## src/rtl/div_unit.sv

```systemverilog
// Multi-cycle radix-2 restoring divider for DIV/DIVU; result is {remainder, quotient}.
// Optional macro DIV_ZERO_FLAG_EN adds a registered div_zero_o flag.
module div_unit #(
  parameter int DATA_W = 32,
  parameter int CNT_W  = 6
) (
  input  logic                  clk,
  input  logic                  rst,
  input  logic                  signed_div_i,
  input  logic [DATA_W-1:0]     opdata1_i,
  input  logic [DATA_W-1:0]     opdata2_i,
  input  logic                  start_i,
  input  logic                  annul_i,
  output logic [2*DATA_W-1:0]   result_o,
  output logic                  ready_o
`ifdef DIV_ZERO_FLAG_EN
  ,
  output logic                  div_zero_o
`endif
);

  typedef enum logic [1:0] {FREE, BYZERO, ON, END} state_t;

  state_t                state;
  logic [CNT_W-1:0]      cnt;
  // {remainder, partial dividend/quotient, 1} layout: remainder ends in [2W:W+1], quotient in [W-1:0]
  logic [2*DATA_W:0]     work;
  logic [DATA_W-1:0]     divisor;
  logic                  sign1;
  logic                  sign2;
  logic                  sgn;
  logic [2*DATA_W-1:0]   res;
`ifdef DIV_ZERO_FLAG_EN
  logic                  zflag;
`endif

  logic [DATA_W:0]       trial;
  logic [DATA_W-1:0]     op1_abs;
  logic [DATA_W-1:0]     op2_abs;
  logic [DATA_W-1:0]     quo;
  logic [DATA_W-1:0]     rem;
  logic [DATA_W-1:0]     quo_fix;
  logic [DATA_W-1:0]     rem_fix;

  always_comb begin
    trial   = {1'b0, work[2*DATA_W-1:DATA_W]} - {1'b0, divisor};
    op1_abs = (signed_div_i && opdata1_i[DATA_W-1]) ? ('0 - opdata1_i) : opdata1_i;
    op2_abs = (signed_div_i && opdata2_i[DATA_W-1]) ? ('0 - opdata2_i) : opdata2_i;
    quo     = work[DATA_W-1:0];
    rem     = work[2*DATA_W:DATA_W+1];
    quo_fix = (sgn && (sign1 ^ sign2)) ? ('0 - quo) : quo;
    rem_fix = (sgn && sign1) ? ('0 - rem) : rem;
  end

  always_ff @(posedge clk) begin
    if (rst) begin
      state    <= FREE;
      cnt      <= '0;
      work     <= '0;
      divisor  <= '0;
      sign1    <= 1'b0;
      sign2    <= 1'b0;
      sgn      <= 1'b0;
      res      <= '0;
      result_o <= '0;
      ready_o  <= 1'b0;
`ifdef DIV_ZERO_FLAG_EN
      zflag      <= 1'b0;
      div_zero_o <= 1'b0;
`endif
    end else begin
      case (state)
        FREE: begin
          ready_o  <= 1'b0;
          result_o <= '0;
`ifdef DIV_ZERO_FLAG_EN
          div_zero_o <= 1'b0;
`endif
          if (start_i && !annul_i) begin
`ifdef DIV_ZERO_FLAG_EN
            zflag <= (opdata2_i == '0);
`endif
            if (opdata2_i == '0) begin
              state <= BYZERO;
            end else begin
              state   <= ON;
              cnt     <= '0;
              work    <= {{DATA_W{1'b0}}, op1_abs, 1'b0};
              divisor <= op2_abs;
              sign1   <= opdata1_i[DATA_W-1];
              sign2   <= opdata2_i[DATA_W-1];
              sgn     <= signed_div_i;
            end
          end
        end

        BYZERO: begin
          ready_o <= 1'b0;
          if (annul_i) begin
            state <= FREE;
          end else begin
            res   <= '0;
            state <= END;
          end
        end

        ON: begin
          ready_o <= 1'b0;
          if (annul_i) begin
            state <= FREE;
          end else if (cnt != CNT_W'(DATA_W)) begin
            if (trial[DATA_W])
              work <= {work[2*DATA_W-1:0], 1'b0};
            else
              work <= {trial[DATA_W-1:0], work[DATA_W-1:0], 1'b1};
            cnt <= cnt + CNT_W'(1);
          end else begin
            res   <= {rem_fix, quo_fix};
            cnt   <= '0;
            state <= END;
          end
        end

        END: begin
          if (start_i) begin
            ready_o  <= 1'b1;
            result_o <= res;
`ifdef DIV_ZERO_FLAG_EN
            div_zero_o <= zflag;
`endif
          end else begin
            state    <= FREE;
            ready_o  <= 1'b0;
            result_o <= '0;
`ifdef DIV_ZERO_FLAG_EN
            div_zero_o <= 1'b0;
`endif
          end
        end

        default: state <= FREE;
      endcase
    end
  end

endmodule

```

## config.mk

```make
export PLATFORM = sky130hd
export DESIGN_NAME = div_unit
export DESIGN_NICKNAME = d
export VERILOG_FILES = /design/src/rtl/div_unit.sv
export SDC_FILE = /design/constraint.sdc
export NUM_CORES = 1
export LEC_CHECK = 0
export BUFFER_PORTS_ARGS = -buffer_cell sky130_fd_sc_hd__buf_2
export CORE_ASPECT_RATIO = 1.25
export CORE_MARGIN = 3
export CORE_UTILIZATION = 55
export DETAILED_ROUTE_END_ITERATION = 6
export PLACE_DENSITY = 0.75
export SYNTH_ARGS = -nofsm -noshare
export SYNTH_HDL_FRONTEND = slang
export SYNTH_SLANG_ARGS = --single-unit
```

## constraint.sdc

```tcl
create_clock -name clk -period 8.3 [get_ports clk]
set_clock_uncertainty 0.05 [all_clocks]
set_input_delay 1.245 -clock clk [delete_from_list [all_inputs] [get_ports clk]]
set_output_delay 1.245 -clock clk [all_outputs]
set_load 0.02 [all_outputs]
```

# Word-level counts from Yosys, hierarchy flattened
# Cells that the tools add are included.
dict set report totals {
  regBits 237
  input_bits 69
  elab_cells 77
}
dict set report classes {
  n_bitwise 2
  addsub 6
  n_reduce_logical 17
  n_mux 30
  eq_ne 12
}
# cell count
set ops {}
lappend ops {{$mux 65} 5}
lappend ops {{$mux 64} 4}
lappend ops {{$pmux 64 s2} 2}
lappend ops {{$pmux 65 s2} 1}
lappend ops {{$mux 32} 4}
lappend ops {{$sub 1x32->32 const A} 4}
lappend ops {{$sub 32x32->33} 1}
lappend ops {{$logic_not 32->1} 1}
lappend ops {{$mux 6} 4}
lappend ops {{$ne 2x2->1 const B} 7}
lappend ops {{$mux 2} 6}
lappend ops {{$pmux 6 s2} 1}
lappend ops {{$pmux 2 s4} 1}
lappend ops {{$reduce_and 4->1} 2}
lappend ops {{$add 6x1->6 const B} 1}
lappend ops {{$ne 6x6->1 const B} 1}
lappend ops {{$reduce_and 3->1} 2}
lappend ops {{$reduce_bool 2->1} 3}
lappend ops {{$logic_and 1x1->1} 5}
lappend ops {{$reduce_and 5->1} 1}
lappend ops {{$eq 2x2->1 const B} 2}
lappend ops {{$ne 3x3->1 const B} 1}
lappend ops {{$reduce_or 3->1} 1}
lappend ops {{$eq 2x1->1 const B} 1}
lappend ops {{other kinds (6)} 6}

# Logic depth before layout (Yosys ltp)
dict set report logic_depth {
  word_depth 6
  depth_mapped 14
  depth_no_buf 12
}

# Worst setup path before layout
# OpenSTA, ideal clock, no wires.
dict set report synth_path {
  path_kind {input-to-reg}
  start {input port opdata2_i[17]}
  end {register work[53]}
  arrival_time_ns 3.328
  slack_ns 4.796
  stages 9
  setup_time_ns 0.125
  cell_sequence {or4_1 or3_1 nor4_4 o21ai_2 nand2_1 nor2_1 buf_2 a32oi_1 o21ai_0}
}
dict set report synth_via {
  elab_chain_len 3
}
# element line
set synth_lines {}
lappend synth_lines {{start: declaration} 11} ;# input logic [DATA_W-1:0] opdata2_i,
lappend synth_lines {{$logic_not 32->1} 83} ;# if (opdata2_i == '0) begin
lappend synth_lines {{$ne 2x2->1 (no line)} n/a}
lappend synth_lines {{$reduce_and 5->1 (no line)} n/a}
lappend synth_lines {{end signal: assignment} 88} ;# work <= {{DATA_W{1'b0}}, op1_abs, 1'b0};
lappend synth_lines {{end signal: assignment} 113} ;# work <= {work[2*DATA_W-1:0], 1'b0};
lappend synth_lines {{end signal: assignment} 115} ;# work <= {trial[DATA_W-1:0], work[DATA_W-1:0], 1'b1};
lappend synth_lines {{end: declaration} 27} ;# logic [2*DATA_W:0] work;
# Every way passes these cells.
# A chain may end at the register's enable or synchronous reset.

# Worst setup path after layout
dict set report layout_path {
  start {register state[0]}
  end {register work[61]}
}
dict set report layout_via {
  elab_chain_len 3
}
# element line
set layout_lines {}
lappend layout_lines {{start: declaration} 24} ;# state_t state;
lappend layout_lines {{start signal: assignment} 57} ;# state <= FREE;
lappend layout_lines {{start signal: assignment} 84} ;# state <= BYZERO;
lappend layout_lines {{start signal: assignment} 86} ;# state <= ON;
lappend layout_lines {{$eq 2x2->1 or $logic_not 2->1 (tied branches)} 72} ;# case (state)
lappend layout_lines {{$ne 2x2->1 (no line) or $reduce_bool 2->1 (tied branches)} n/a}
lappend layout_lines {{$reduce_and 5->1 (no line)} n/a}
# Several ways; a longest one is shown, not always the timed one.

==> results.ini <==
[status]
status = finished clean

[worst_hold_path]
hp-class = reg -> reg

[finish]
antenna_cells = 0
syn_to_final_growth_pct = 12.2
final_area_um2 = 14300
drive_gt1_share_pct = 12.0
n_fill_cell = 1988
utilization_pct = 63.5
nNetsFinal = 1733

[clock_tree]
cts_setup_buffers = 0
clk_pin_slew_ns = 0.06
clockBufferDepth = 3
clkLatencyLatePin_ns = 0.52
numCtsBuffers = 24
cts.sinks = 237
htreeDepth = 1
cts_resized = 0
cts_root_buf = clkbuf_16
cts_tree = yes
hold_buffers = 0

[floorplan]
fp.dieW_um = 142
dieArea_um2 = 25100
start_util_pct = 56.6
io_pins = 134
core_area_um2 = 22500
num_rows = 61
fp.dieH_um = 176

[synthesis]
yosysTopAreaCell = dfxtp_1
async_flop_share_pct = 0
synth_top_area_share_pct = 37.2
synth_ff_type = dfxtp_1
yosys-top-cells-area = dfxtp_1 37%, a22o_1 5.5%, xnor2_1 5.1%
synth_fp_nets = 1652
synth_area_um2 = 12800
synth.most_common_cell = dfxtp_1
syn_avg_cell_area_um2 = 8.29
yosysWarnings = 0
ys_types = 66
synth_edf_count = 0
ys_ff_latch = 237
syn_inst = 1539
yosys-top-cells-count = 237 x dfxtp_1, 165 x nor2_1, 153 x nand2_1
ys_seq_area_share_pct = 37.2

[grt]
overflow = 0
grt_pass1_wl_um = 53200
track_usage_pct = 25.3
antenna_found_initial = 0
grt_max_degree = 83
first_global_vias = 10700

[sta]
finalHoldViolCount = 0
setup_viol = 0
relSlewSlack_pct = 22.2
fin_crit_ns = 4.31
grt_setup_unrepaired = no
timing.final.crit_share_pct = 51.9
tightest_slew_ns = 1.16
fmax_ghz = 0.232
slew_violations = 0
fin_tns_setup_ns = 0

[placed_design]
place_hpwl_um = 23900
gp_congestion = 0.860
io_buffers = 133
place_area_um2 = 13500

[drt]
postRouteAntennaNets = 0
dr_total_vias = 11400
drtIter0Drc = 734
drt-total-wl_um = 32700
wl_per_cell_um = 17.0
drc_errors = 0
dr.pass1.iters = 5
viasPerCell = 5.94

[worst_setup_path]
path_class = reg -> reg
setup.worst_path.end_class = register
r2r_cells = 8
cp.required_ns = 8.67
startpoint = state[0]$_SDFFE_PP0P_
cp_max_fo = 51
timing.rr.start = state[0]$_SDFFE_PP0P_
crit_path_end = work[61]$_SDFFE_PP0P_
critPathArrivalTime_ns = 4.68
r2r_slack_ns = 3.99
timing.rr.end = work[61]$_SDFFE_PP0P_
cp-start-kind = register

[pwr]
vdd_drop_max_v = 0.000164
powerDensity_nw_per_um2 = 239
p_leak_nw = 5.95

[run]
maxCapViolations = 0

[worst min path at each step]
| stage | depth (start not counted) | slack (ns) | endpoint | start |
|---|---|---|---|---|
| floorplan | 2 | 0.38 | res[32]$_SDFFE_PP0P_ | res[32]$_SDFFE_PP0P_ |
| global placement | 2 | 0.39 | res[32]$_SDFFE_PP0P_ | res[32]$_SDFFE_PP0P_ |
| detailed placement | 2 | 0.40 | res[32]$_SDFFE_PP0P_ | res[32]$_SDFFE_PP0P_ |
| CTS | 2 | 0.41 | res[32]$_SDFFE_PP0P_ | res[32]$_SDFFE_PP0P_ |
| global route | 2 | 0.43 | res[32]$_SDFFE_PP0P_ | res[32]$_SDFFE_PP0P_ |
| finish | 2 | 0.41 | res[32]$_SDFFE_PP0P_ | res[32]$_SDFFE_PP0P_ |
[routing by layer]
metal	wire [µm]	share of wire, %	track usage [%]	up-vias
li1	-	-	-	5685
met1	14100	43	32.0	5371
met2	16300	50	45.2	289
met3	1400	4.3	2.63	60
met4	814	2.5	7.52	0
met5	0	0	0	-
[sequential cells by signal, indices dropped and copies added (netlist names)]
register	flops
divisor	32
cnt	6
sgn	1
ready_o	1
sign1	1
state	2
sign2	1
res	64
work	65
result_o	64
[cells by family (layout without fill, tap and decap cells)]
family / after synthesis / count (layout) / synth area share [%]
AO/OA/AOI/OAI: 480 / 480 / 25.5
AND/OR/NAND/NOR: 462 / 462 / 16.4
flip-flops: 237 / 237 / 37.2
XOR/XNOR: 146 / 146 / 10.0
buffers and inverters: 143 / 242 / 4.42
adder cells (fa/ha/maj): 44 / 44 / 4.38
multiplexers: 27 / 27 / 2.12
[cell type report]
type	count	area (µm²)	area share [%]
inverters	56	210	1.47
clock inverters	13	168	1.17
multi-input cells	1159	7470	52.2
clock buffers	31	627	4.38
flip-flops and latches	237	4740	33.2
repair buffers	142	736	5.14
well taps	283	354	2.47
[where the power goes]
| part | total [mW] | leakage [nW] | switching [mW] | internal, mW |
|---|---|---|---|---|
| clock network | 1.09 | 0.382 | 0.456 | 0.634 |
| registers | 1.29 | 1.92 | 0.0843 | 1.21 |
| logic | 1.03 | 3.65 | 0.659 | 0.374 |
| total | 3.42 | 5.95 | 1.20 | 2.22 |
[cells in the final DEF, fill, tap and decap left out, types with 6 or more instances in the layout]
cell | synthesis | final
dfxtp_1 | 237 | 237
nor2_1 | 165 | 164
nand2_1 | 153 | 153
buf_2 | 9 | 132
a21oi_1 | 118 | 118
o21ai_0 | 83 | 83
a22o_1 | 80 | 80
xnor2_1 | 74 | 74
xor2_1 | 72 | 72
inv_1 | 55 | 55
a22oi_1 | 44 | 44
ha_1 | 43 | 42
a211oi_1 | 28 | 28
mux2i_1 | 27 | 27
clkbuf_16 | 0 | 24
nand3_1 | 20 | 20
nor4_1 | 19 | 19
nor3_1 | 20 | 19
o31ai_1 | 18 | 18
or3_1 | 17 | 17
a21o_1 | 16 | 16
o211ai_1 | 15 | 15
or4_1 | 13 | 13
o21ai_1 | 13 | 13
nand2b_1 | 12 | 12
and2_1 | 11 | 11
a32oi_1 | 10 | 10
buf_4 | 4 | 10
o41ai_1 | 9 | 9
clkbuf_1 | 73 | 7
nor2b_1 | 7 | 6
and3_1 | 6 | 6
o21bai_1 | 6 | 6
[through the flow]
| stage | setup slack, ns | instances | hold slack, ns | total power [mW] |
|---|---|---|---|---|
| 6_report | 3.99 | 1921 | 0.406 | 3.42 |
| 5_1_grt | 3.65 | 1921 | 0.435 | 3.60 |
| 4_1_cts | 4.05 | 1921 | 0.406 | 3.43 |
| 2_1_floorplan | 4.80 | 1539 | 0.382 | 2.09 |
| 3_3_place_gp | 3.59 | 1877 | 0.389 | 2.32 |
| 3_5_place_dp | 3.54 | 1877 | 0.397 | 2.34 |
[critical path: stages (launching register included)]
cell and delay, ns:
dfxtp_1 0.33, inv_1 0.11, ha_2 0.85, clkinv_1 0.90, nor2_1 0.44, nand2_1 0.17, nor2_1 0.71, nand2_1 0.37
o21ai_0 0.27
Note: power is estimated with default switching activity, not from simulation.
